$ cat src/rtl/top_fpga.sv
`default_nettype none
// ============================================================================
//  Module   : top_fpga
//  Brief    : LED heartbeat and 3-LED sweep pattern driven by a prescaled
//             tick, with a 2-flop reset synchronizer on the board reset.
//  Revision : 1.0  initial release
// ============================================================================
module top_fpga #(
    parameter int TICK_DIV = 25000000
) (
    input  logic       IO_CLK_P,
    input  logic       IO_CLK_N,
    input  logic       IO_RST_N,
    output logic [3:0] LED
);

    // Counter width; guarded so an illegal TICK_DIV still elaborates far
    // enough to reach the parameter check below.
    localparam int c_cnt_w = (TICK_DIV > 2) ? $clog2(TICK_DIV) : 1;
    localparam logic [c_cnt_w-1:0] c_cnt_last = c_cnt_w'(TICK_DIV - 1);

    // Sweep FSM state encoding
    localparam logic [1:0] c_s0 = 2'd0;
    localparam logic [1:0] c_s1 = 2'd1;
    localparam logic [1:0] c_s2 = 2'd2;
    localparam logic [1:0] c_s3 = 2'd3;

    if (TICK_DIV < 2) begin : g_tick_div_check
        $error("top_fpga: TICK_DIV must be 2 or more");
    end

    logic               clk;
    logic               rst_n;
    logic               w_unused_clk_n;
    logic [1:0]         r_rst_sync;
    logic [c_cnt_w-1:0] r_cnt;
    logic               w_adv;
    logic [1:0]         r_state;
    logic [1:0]         w_state_nxt;
    logic [2:0]         w_pat_nxt;
    logic [2:0]         r_pat;
    logic               r_hb;

    // Functional model of the differential input buffer: the positive leg
    // carries the clock; the negative leg is only its complement.
    assign clk            = IO_CLK_P;
    assign w_unused_clk_n = IO_CLK_N;

    // Reset synchronizer: asserts asynchronously, releases on the 2nd edge
    always_ff @(posedge clk or negedge IO_RST_N) begin
        if (!IO_RST_N) begin
            r_rst_sync <= 2'b00;
        end else begin
            r_rst_sync <= {r_rst_sync[0], 1'b1};
        end
    end

    assign rst_n = r_rst_sync[1];

    // Prescaler: counts 0..TICK_DIV-1; the terminal count is the advance cycle
    assign w_adv = (r_cnt == c_cnt_last);

    // Prescaler counter with wrap on the advance cycle
    always_ff @(posedge clk or negedge rst_n) begin
        if (!rst_n) begin
            r_cnt <= '0;
        end else if (w_adv) begin
            r_cnt <= '0;
        end else begin
            r_cnt <= r_cnt + c_cnt_w'(1);
        end
    end

    // Next sweep state and the pattern that state will drive
    always_comb begin
        w_state_nxt = c_s0;
        w_pat_nxt   = 3'b001;
        case (r_state)
            c_s0: begin w_state_nxt = c_s1; w_pat_nxt = 3'b010; end
            c_s1: begin w_state_nxt = c_s2; w_pat_nxt = 3'b100; end
            c_s2: begin w_state_nxt = c_s3; w_pat_nxt = 3'b010; end
            c_s3: begin w_state_nxt = c_s0; w_pat_nxt = 3'b001; end
            default: begin w_state_nxt = c_s0; w_pat_nxt = 3'b001; end
        endcase
    end

    // FSM, registered pattern and heartbeat; all update only on advance
    always_ff @(posedge clk or negedge rst_n) begin
        if (!rst_n) begin
            r_state <= c_s0;
            r_pat   <= 3'b001;
            r_hb    <= 1'b0;
        end else if (w_adv) begin
            r_state <= w_state_nxt;
            r_pat   <= w_pat_nxt;
            r_hb    <= ~r_hb;
        end
    end

    // LEDs come straight from flops: no input-to-output combinational path
    assign LED = {r_pat, r_hb};

endmodule
`default_nettype wire

$ cat config.mk
export PLATFORM = sky130hd
export DESIGN_NAME = top_fpga
export DESIGN_NICKNAME = d
export VERILOG_FILES = /design/src/rtl/top_fpga.sv
export SDC_FILE = /design/constraint.sdc
export NUM_CORES = 1
export LEC_CHECK = 0
export BUFFER_PORTS_ARGS = -buffer_cell sky130_fd_sc_hd__buf_2
export CORE_UTILIZATION = 40
export DETAILED_ROUTE_END_ITERATION = 16
export PLACE_DENSITY = 0.57
export RECOVER_POWER = 50
export SLEW_MARGIN = 40
export SYNTH_ARGS = -nofsm -noshare
export SYNTH_HDL_FRONTEND = slang
export SYNTH_SLANG_ARGS = --single-unit
$ cat constraint.sdc
create_clock -name IO_CLK_P -period 1.2 [get_ports IO_CLK_P]
set_input_delay 0.24 -clock IO_CLK_P [delete_from_list [all_inputs] [get_ports IO_CLK_P]]
set_output_delay 0.24 -clock IO_CLK_P [all_outputs]
set_load 0.05 [all_outputs]
==> results.toml, run 1 <==
[clock_tree]
cts.sinks = 32
clkLatencyLatePin_ns = 0.28
clockRootBuffer = "clkbuf_8"
cts_made_buffers = 5
cts_buffer_depth = 2
htreeDepth = 2
path_clk_slew_ns = 0.07
cts_tree = "done"

[place]
hpwl_um = 2780
placed_area_um2 = 2090
dp_slack_ns = -0.935
dp_cells = 252
port_buffers = 5
gp_routability_congestion = 0.855

[synth]
synth.cell_area_um2 = 1600
synthCells = 152
yosysWarnings = 0
synth_nets = 160
synth-simple-area-share_pct = 25.8
synthAdderAreaFrac_pct = 3.91
synth_mux_area_share_pct = 3.36
yosysSeqAreaShare_pct = 50.1
syn_avg_cell_area_um2 = 10.5
synth-compound-area-share_pct = 5.78
ys_ff_latch = 32
synthXorXnorAreaFrac_pct = 8.20
synth_top_family_by_area = "simple AND/OR/NAND/NOR gates"
ys_types = 34

[floorplan]
rows = 22
die_x_um = 65.3
die_area_um2 = 4260
initial_utilization_pct = 42.8
fp.coreArea_um2 = 3740
ios = 7
die_y_um = 65.3

[sta]
finalSetupViolations = 29
finalHoldViolations = 0
tightest_slew_ns = 0.549
drv_slew = 0
worst_slack_ns = -0.886
max_freq_mhz = 479
min_period_over_period_pct = 174
maxSlewHeadroom_pct = 63.4
rsz0062_at_grt = "true"
timing.hold.ws_ns = 0.130
min_period_ns = 2.09
finClkSkew_ns = 0.00280

[critical_path]
required_ns = 1.37
cp-end-kind = "flip-flop"
cp-start-kind = "flip-flop"
crit_buf_inv = 1
crit_family = "simple AND/OR/NAND/NOR gates"
crit_type = "reg -> reg"
worstPathMaxFanout = 6
crit_path_cell_trace = "or4b_1 > or4_4 > nor4_4 > buf_6 > mux2_4"
slowest_stage = "or4b_1"
critPathArrivalTime_ns = 2.25
crit_path_max_incr_delay_ns = 0.51

[pwr]
switching_share_pct = 21.5
p_sw_w = 0.000408
power.share.sequential_pct = 57.2
comb_power_share_pct = 1.2
leakage_nw = 1.18
clockPowerShare_pct = 41.6
ir_worst_vdd_uv = 571
p_int_w = 0.00149
cellPowerDensity_nw_per_um2 = 793

[drt]
drt_pre_antenna_iters = 4
ant_nets = 0
viasPerCell = 5.29
wl_per_cell_um = 14.2
drc_errors = 0
vias = 1428
routed_wirelength_um = 3850
drt_iter0_markers = 68

[final_layout]
fin_cells = 270
nets = 229
final_cell_area_um2 = 2390
antenna_cells = 0
area_delta_synth_final_pct = 49.5
register_area_um2 = 803
multiInputGateArea_um2 = 871
fillCellCount = 320
drive_above_1_share_pct = 41.0

[global_route]
grt_pass1_wl_um = 6350
antenna_found_initial = 0
gr-total-overflow = 0
grt_max_degree = 14
grt_pass1_vias = 1416
grtUsageTotal_pct = 20.0

[status]
status = "finished with violations"
violations = "negative setup slack"

[job]
cap_viol_max_count = 0

[hold_path]
min_path_type = "reg -> async"
==> power by group through the flow <==
stage	logic (W)	registers, W	clock network [W]
floorplan	0.000000271	0.00112	0
global placement	0.0000220	0.00111	0
detailed placement	0.0000234	0.00111	0
CTS	0.0000260	0.00109	0.000810
global route	0.0000267	0.00109	0.000868
finish	0.0000223	0.00109	0.000790
==> routing by layer <==
layer	track usage (%)	routed length, um	part of all wire [%]	vias up
li1	-	-	-	688
met1	23.3	1660	43	696
met2	34.5	1980	52	34
met3	6.25	117	3.0	10
met4	7.07	82	2.1	0
met5	0	0	0	-
==> cell type report <==
| type | count | share of cell area, % |
|---|---|---|
| flip-flops and latches | 32 | 33.5 |
| well taps | 48 | 2.51 |
| inverters | 5 | 0.784 |
| multi-input cells | 111 | 36.4 |
| clock inverters | 2 | 0.522 |
| clock buffers | 6 | 3.03 |
| repair buffers | 66 | 23.2 |
==> synthesized netlist by cell type <==
cell type	instances	area [um^2]
inv_1	5	18.8
nor2_1	9	33.8
nor4_4	1	21.3
nand2_1	12	45.0
nor4b_1	1	8.76
conb_1	1	3.75
xnor2_1	11	96.3
or3_1	4	25.0
dfrtp_1	31	776
nor2b_1	1	6.26
nor3_1	4	20.0
nand4bb_1	1	11.3
nor4_1	5	31.3
nand3_1	9	45.0
mux2i_1	2	20.0
and4_1	5	43.8
buf_4	2	15.0
ha_1	5	62.6
o21ai_0	6	30.0
nand4_1	9	56.3
o221ai_1	1	8.76
nand3b_1	1	7.51
a31o_2	1	8.76
clkbuf_1	1	3.75
and3_1	3	18.8
o31ai_1	2	15.0
nand4b_1	2	17.5
buf_2	1	5.00
mux2_2	3	33.8
or4_4	1	11.3
dfstp_2	1	26.3
xor2_1	4	35.0
a21oi_1	6	30.0
or4b_1	1	10.0
==> worst paths after layout <==
check	start	end	slack [ns]	cells after the start
min in group IO_CLK_P	r_rst_sync[0]$_DFF_PN0_	r_rst_sync[1]$_DFF_PN0_	0.36	0
worst max register to register	r_cnt[9]$_DFF_PN0_	r_state[1]$_DFFE_PN0N_	-0.89	5
worst min register to register	r_rst_sync[1]$_DFF_PN0_	r_cnt[3]$_DFF_PN0_	0.13	0
worst min-delay path	r_rst_sync[1]$_DFF_PN0_	r_cnt[3]$_DFF_PN0_	0.13	0
max in group asynchronous	r_rst_sync[1]$_DFF_PN0_	r_pat[0]$_DFFE_PN1N_	0.28	1
worst max-delay path	r_cnt[9]$_DFF_PN0_	r_state[1]$_DFFE_PN0N_	-0.89	5
==> cells by family after synthesis <==
| logic type | after synthesis |
|---|---|
| mux | 5 |
| other cells | 1 |
| xor+xnor | 15 |
| compound gates | 16 |
| fa+ha+maj | 5 |
| simple gates | 69 |
| flops | 32 |
| buf+inv | 9 |
==> placed cells by master, fill, tap and decap left out, types with 4 or more instances in the layout <==
| cell | synthesis | layout |
|---|---|---|
| xnor2_1 | 11 | 9 |
| nand2_1 | 12 | 10 |
| xor2_1 | 4 | 4 |
| dfrtp_1 | 31 | 30 |
| clkbuf_8 | 0 | 5 |
| and4_1 | 5 | 5 |
| buf_6 | 0 | 17 |
| nand4_1 | 9 | 9 |
| ha_1 | 5 | 4 |
| nor2_1 | 9 | 7 |
| o21ai_0 | 6 | 5 |
| or3_1 | 4 | 4 |
| buf_4 | 2 | 43 |
| nand3_1 | 9 | 8 |
| inv_1 | 5 | 5 |
| a21oi_1 | 6 | 6 |
==> per-stage QoR <==
stage	utilization, %	total power (W)	setup TNS (ns)
global route	64.0	0.00198	-20.28
finish	64.0	0.00190	-18.31
floorplan	-	0.00112	-20.07
detailed placement	55.7	0.00113	-18.84
CTS	61.8	0.00192	-18.47
global placement	55.7	0.00113	-18.06
==> sequential cells by signal, summed over array words and instances, names as in the netlist <==
name        cells
r_rst_sync      2
r_state         2
r_cnt          25
r_pat           2
r_hb            1
==> what timing repair did <==
action / 4_1_cts / 5_1_grt
cloned: 0 / 0
endpoints found under the hold margin: 2 / 0
setup buffers: 4 / 7
pin swaps: 6 / 11
hold buffers: 1 / 0
resized for setup: 24 / 15
endpoints found under the setup margin: 30 / 30
Note: power is estimated with default switching activity, not from simulation.
==> run 2, diff against run 1 <==
--- a/config.mk
+++ b/config.mk
@@ -10,2 +10,3 @@
 export DETAILED_ROUTE_END_ITERATION = 16
+export HOLD_SLACK_MARGIN = 0.05
 export PLACE_DENSITY = 0.57
==> constraint.sdc (replaced) <==
create_clock -name IO_CLK_P -period 1.2 [get_ports IO_CLK_P]
set_input_delay 0.18 -clock IO_CLK_P [delete_from_list [all_inputs] [get_ports IO_CLK_P]]
set_output_delay 0.18 -clock IO_CLK_P [all_outputs]
set_load 0.05 [all_outputs]
==> results.toml, run 2 (synthesized netlist as in run 1, its figures left out) <==
[status]
status = "finished with violations"
violations = "negative setup slack"

[clock_tree]
cts_buffer_depth = 2
htreeDepth = 2
cts.sinks = 32
clockRootBuffer = "clkbuf_8"
cts_made_buffers = 5
cts_tree = "done"
clkLatencyLatePin_ns = 0.28
path_clk_slew_ns = 0.07

[sta]
rsz0062_at_grt = "true"
setup_tns_ns = -18.29
maxSlewHeadroom_pct = 63.9
finalHoldViolations = 0
timing.hold.ws_ns = 0.130
max_freq_mhz = 480
min_period_ns = 2.08
tightest_slew_ns = 0.541
min_period_over_period_pct = 174
worst_slack_ns = -0.885
finalSetupViolations = 28
finClkSkew_ns = 0.00292
drv_slew = 0

[final_layout]
largest-register = "r_cnt"
area_delta_synth_final_pct = 49.1
fillCellCount = 321
register_area_um2 = 803
drive_above_1_share_pct = 41.0
final_cell_area_um2 = 2390
fin_cells = 270
multiInputGateArea_um2 = 871
final_common_cell = "buf_4"
final_cell_mix = "buf_4 (42), dfrtp_1 (30), buf_6 (18)"
antenna_cells = 0
largest_reg_flops = 25
nets = 229

[pwr]
p_sw_w = 0.000411
cellPowerDensity_nw_per_um2 = 797
clockPowerShare_pct = 41.7
switching_share_pct = 21.6
power.share.sequential_pct = 57.1
ir_worst_vdd_uv = 575
p_int_w = 0.00149
comb_power_share_pct = 1.2
leakage_nw = 1.17

[job]
cap_viol_max_count = 0

[critical_path]
rrSetupSlack_ns = -0.88
cp-start-kind = "flip-flop"
cp-end-kind = "flip-flop"
crit_type = "reg -> reg"
worstPathMaxFanout = 6
r2r-start = "r_cnt[9]$_DFF_PN0_"
required_ns = 1.37
r2r_cells = 5
crit_start = "r_cnt[9]$_DFF_PN0_"
critPathArrivalTime_ns = 2.25
reg2reg_to = "r_state[1]$_DFFE_PN0N_"

[place]
port_buffers = 5
hpwl_um = 2780
gp_routability_congestion = 0.855
placed_area_um2 = 2090
dp_cells = 252
dp_slack_ns = -0.935

[global_route]
grt_max_degree = 14
use_met1_pct = 23.3
use_met2_pct = 34.1
grt_pass1_wl_um = 6290
busiest_layer = "met2"
grtUsageTotal_pct = 19.9
use_met3_pct = 5.90
antenna_found_initial = 0
grt_pass1_vias = 1409
gr-total-overflow = 0

[drt]
vias = 1425
drt_pre_antenna_iters = 4
drc_errors = 0
drt_iter0_markers = 70
viasPerCell = 5.28
wl_per_cell_um = 14.3
routed_wirelength_um = 3870
ant_nets = 0

[floorplan]
die_y_um = 65.3
initial_utilization_pct = 42.8
fp.coreArea_um2 = 3740
die_x_um = 65.3
ios = 7
die_area_um2 = 4260
rows = 22

[hold_path]
min_path_type = "reg -> async"
run 2: cell types whose count changed in the layout (fill, tap and decap cells not counted):
cell | previous run | this run
buf_2 | 2 | 3
buf_4 | 43 | 42
buf_6 | 17 | 18
buf_8 | 1 | 0
run 2: through the flow:
| stage | power (W) | utilization [%] |
|---|---|---|
| 2_1_floorplan | 0.00112 | - |
| 3_3_place_gp | 0.00113 | 55.7 |
| 3_5_place_dp | 0.00113 | 55.7 |
| 4_1_cts | 0.00192 | 61.6 |
| 5_1_grt | 0.00198 | 63.8 |
| 6_report | 0.00190 | 63.8 |
run 2: repair_timing:
item / in CTS / in global routing
setup endpoints to repair: 29 / 30
hold buffers: 1 / 0
pin swaps: 6 / 11
buffers inserted: 4 / 7
hold endpoints to repair: 2 / 0
gates cloned: 0 / 0
resized for setup: 22 / 15
run 2: worst max-delay path by stage:
| stage | slack [ns] | to |
|---|---|---|
| 2_1_floorplan | -1.01 | r_pat[0]$_DFFE_PN1N_ |
| 3_3_place_gp | -0.89 | r_cnt[5]$_DFF_PN0_ |
| 3_5_place_dp | -0.93 | r_cnt[5]$_DFF_PN0_ |
| 4_1_cts | -0.90 | r_state[1]$_DFFE_PN0N_ |
| 5_1_grt | -0.94 | r_cnt[5]$_DFF_PN0_ |
| 6_report | -0.88 | r_state[1]$_DFFE_PN0N_ |
run 2: cell type report:
type / count / area share (%)
timing repair buffer: 66 / 23.0
tap: 48 / 2.51
inverter: 5 / 0.786
sequential: 32 / 33.6
clock inverter: 2 / 0.524
clock buffer: 6 / 3.04
multi-input combinational: 111 / 36.5
run 2: power groups by stage:
stage                 logic (W)  registers, W  clock network, W
floorplan           0.000000271       0.00112                 0
global placement      0.0000220       0.00111                 0
detailed placement    0.0000234       0.00111                 0
CTS                   0.0000260       0.00109          0.000810
global route          0.0000267       0.00109          0.000868
finish                0.0000222       0.00109          0.000794
run 2: per-layer routing:
metal  up-vias  share of wire, %
li1        687                 -
met1       704                43
met2        28                52
met3         6               3.0
met4         0               1.9
met5         -                 0
run 2: worst max-delay path: stages (launching register included):
cell and delay [ns]:
dfrtp_1 0.38, or4b_1 0.51, or4_4 0.47, nor4_4 0.16, buf_6 0.16, mux2_4 0.29
==> run 3, diff against run 2 <==
- CAP_MARGIN: default -> 20
- CTS_BUF_LIST: default -> sky130_fd_sc_hd__clkbuf_2 sky130_fd_sc_hd__clkbuf_4 sky130_fd_sc_hd__clkbuf_8
- CTS_CLUSTER_DIAMETER: default -> 120
==> results.toml, run 3 (synthesized netlist as in run 1, its figures left out) <==
[status]
status = "finished with violations"
violations = "negative setup slack"

[drt]
wl_per_cell_um = 14.3
drc_errors = 0
vias = 1425
drt_pre_antenna_iters = 4
routed_wirelength_um = 3870
viasPerCell = 5.28
ant_nets = 0
drt_iter0_markers = 70

[sta]
max_freq_mhz = 480
maxSlewHeadroom_pct = 63.9
finalHoldViolations = 0
min_period_ns = 2.08
finClkSkew_ns = 0.00292
rsz0062_at_grt = "true"
worst_slack_ns = -0.884
tightest_slew_ns = 0.541
min_period_over_period_pct = 174
finalSetupViolations = 28
drv_slew = 0

[global_route]
busiest_layer = "met2"
grt_max_degree = 14
grt_pass1_vias = 1409
use_met3_pct = 5.90
use_met1_pct = 23.3
antenna_found_initial = 0
use_met2_pct = 34.1
grt_pass1_wl_um = 6290
gr-total-overflow = 0
grtUsageTotal_pct = 19.9

[final_layout]
antenna_cells = 0
drive_above_1_share_pct = 41.4
register_area_um2 = 803
area_delta_synth_final_pct = 49.4
final_common_cell = "buf_4"
final_cell_area_um2 = 2390
largest_reg_flops = 25
fillCellCount = 320
multiInputGateArea_um2 = 871
nets = 229
final_cell_mix = "buf_4 (42), dfrtp_1 (30), buf_6 (18)"
final_util_pct = 63.9
largest-register = "r_cnt"

[hold_path]
min_path_type = "reg -> async"

[critical_path]
cp-start-kind = "flip-flop"
required_ns = 1.37
crit_type = "reg -> reg"
worstPathMaxFanout = 6
r2r_cells = 5
cp-end-kind = "flip-flop"
endpoint = "r_state[1]$_DFFE_PN0N_"
reg2reg_to = "r_state[1]$_DFFE_PN0N_"
crit_start = "r_cnt[9]$_DFF_PN0_"
critPathArrivalTime_ns = 2.25
rrSetupSlack_ns = -0.88
r2r-start = "r_cnt[9]$_DFF_PN0_"

[pwr]
leakage_nw = 1.18
cellPowerDensity_nw_per_um2 = 805
ir_worst_vdd_uv = 575

[place]
dp_slack_ns = -0.935
port_buffers = 5
gp_routability_congestion = 0.855
hpwl_um = 2780
placed_area_um2 = 2090

[floorplan]
die_x_um = 65.3
die_y_um = 65.3
die_area_um2 = 4260
fp.coreArea_um2 = 3740
initial_utilization_pct = 42.8
ios = 7
rows = 22

[job]
cap_viol_max_count = 0

[clock_tree]
clkLatencyLatePin_ns = 0.28
cts_buffer_depth = 2
cts_tree = "done"
htreeDepth = 2
cts.sinks = 32
path_clk_slew_ns = 0.07
clockRootBuffer = "clkbuf_8"
cts_made_buffers = 5
==> run 3: final cells by class <==
cell class / instances / area share [%]
inverter: 5 / 0.785
clock buffer: 6 / 3.19
tap: 48 / 2.51
timing repair buffer: 66 / 23.0
clock inverter: 2 / 0.523
sequential: 32 / 33.6
multi-input combinational: 111 / 36.4
==> run 3: metal layers <==
layer  wire length (um)  up-vias
li1                   -      687
met3                117        6
met4                 74        0
met2               2000       28
met1               1680      704
met5                  0        -
==> run 3: report_power, final <==
group	internal (W)	switching, W	total (W)
logic	0.00000561	0.0000166	0.0000222
registers	0.00108	0.00000546	0.00109
clock network	0.000427	0.000389	0.000816
==> run 3: through the flow <==
step                cells  TNS, ns  total power [W]  hold slack, ns
floorplan             152   -20.07          0.00112          -0.116
global placement      252   -18.06          0.00113         -0.0357
detailed placement    252   -18.84          0.00113         -0.0332
CTS                   265   -18.44          0.00195           0.141
global route          270   -20.23          0.00201           0.159
finish                270   -18.29          0.00193           0.130
==> run 3: how the worst min path moves through the flow <==
| stage | from | end | slack, ns | cells after the start |
|---|---|---|---|---|
| 2_1_floorplan | IO_RST_N | r_rst_sync[0]$_DFF_PN0_ | -0.12 | 0 |
| 3_3_place_gp | IO_RST_N | r_rst_sync[0]$_DFF_PN0_ | -0.04 | 1 |
| 3_5_place_dp | IO_RST_N | r_rst_sync[1]$_DFF_PN0_ | -0.03 | 1 |
| 4_1_cts | r_rst_sync[1]$_DFF_PN0_ | r_cnt[3]$_DFF_PN0_ | 0.14 | 0 |
| 5_1_grt | r_rst_sync[1]$_DFF_PN0_ | r_cnt[8]$_DFF_PN0_ | 0.16 | 0 |
| 6_report | r_rst_sync[1]$_DFF_PN0_ | r_cnt[3]$_DFF_PN0_ | 0.13 | 0 |
==> run 3: critical path, stage by stage, from the launching register on <==
cell	delay, ns
dfrtp_1	0.38
or4b_1	0.51
or4_4	0.47
nor4_4	0.16
buf_6	0.16
mux2_4	0.29
==> run 3: timing repair <==
action                                  CTS  global route
pin swaps                                 6            11
hold buffers                              1             0
cloned                                    0             0
resized for setup                        22            15
hold endpoints to repair                  2             0
buffers inserted                          4             7
endpoints found under the setup margin   29            30
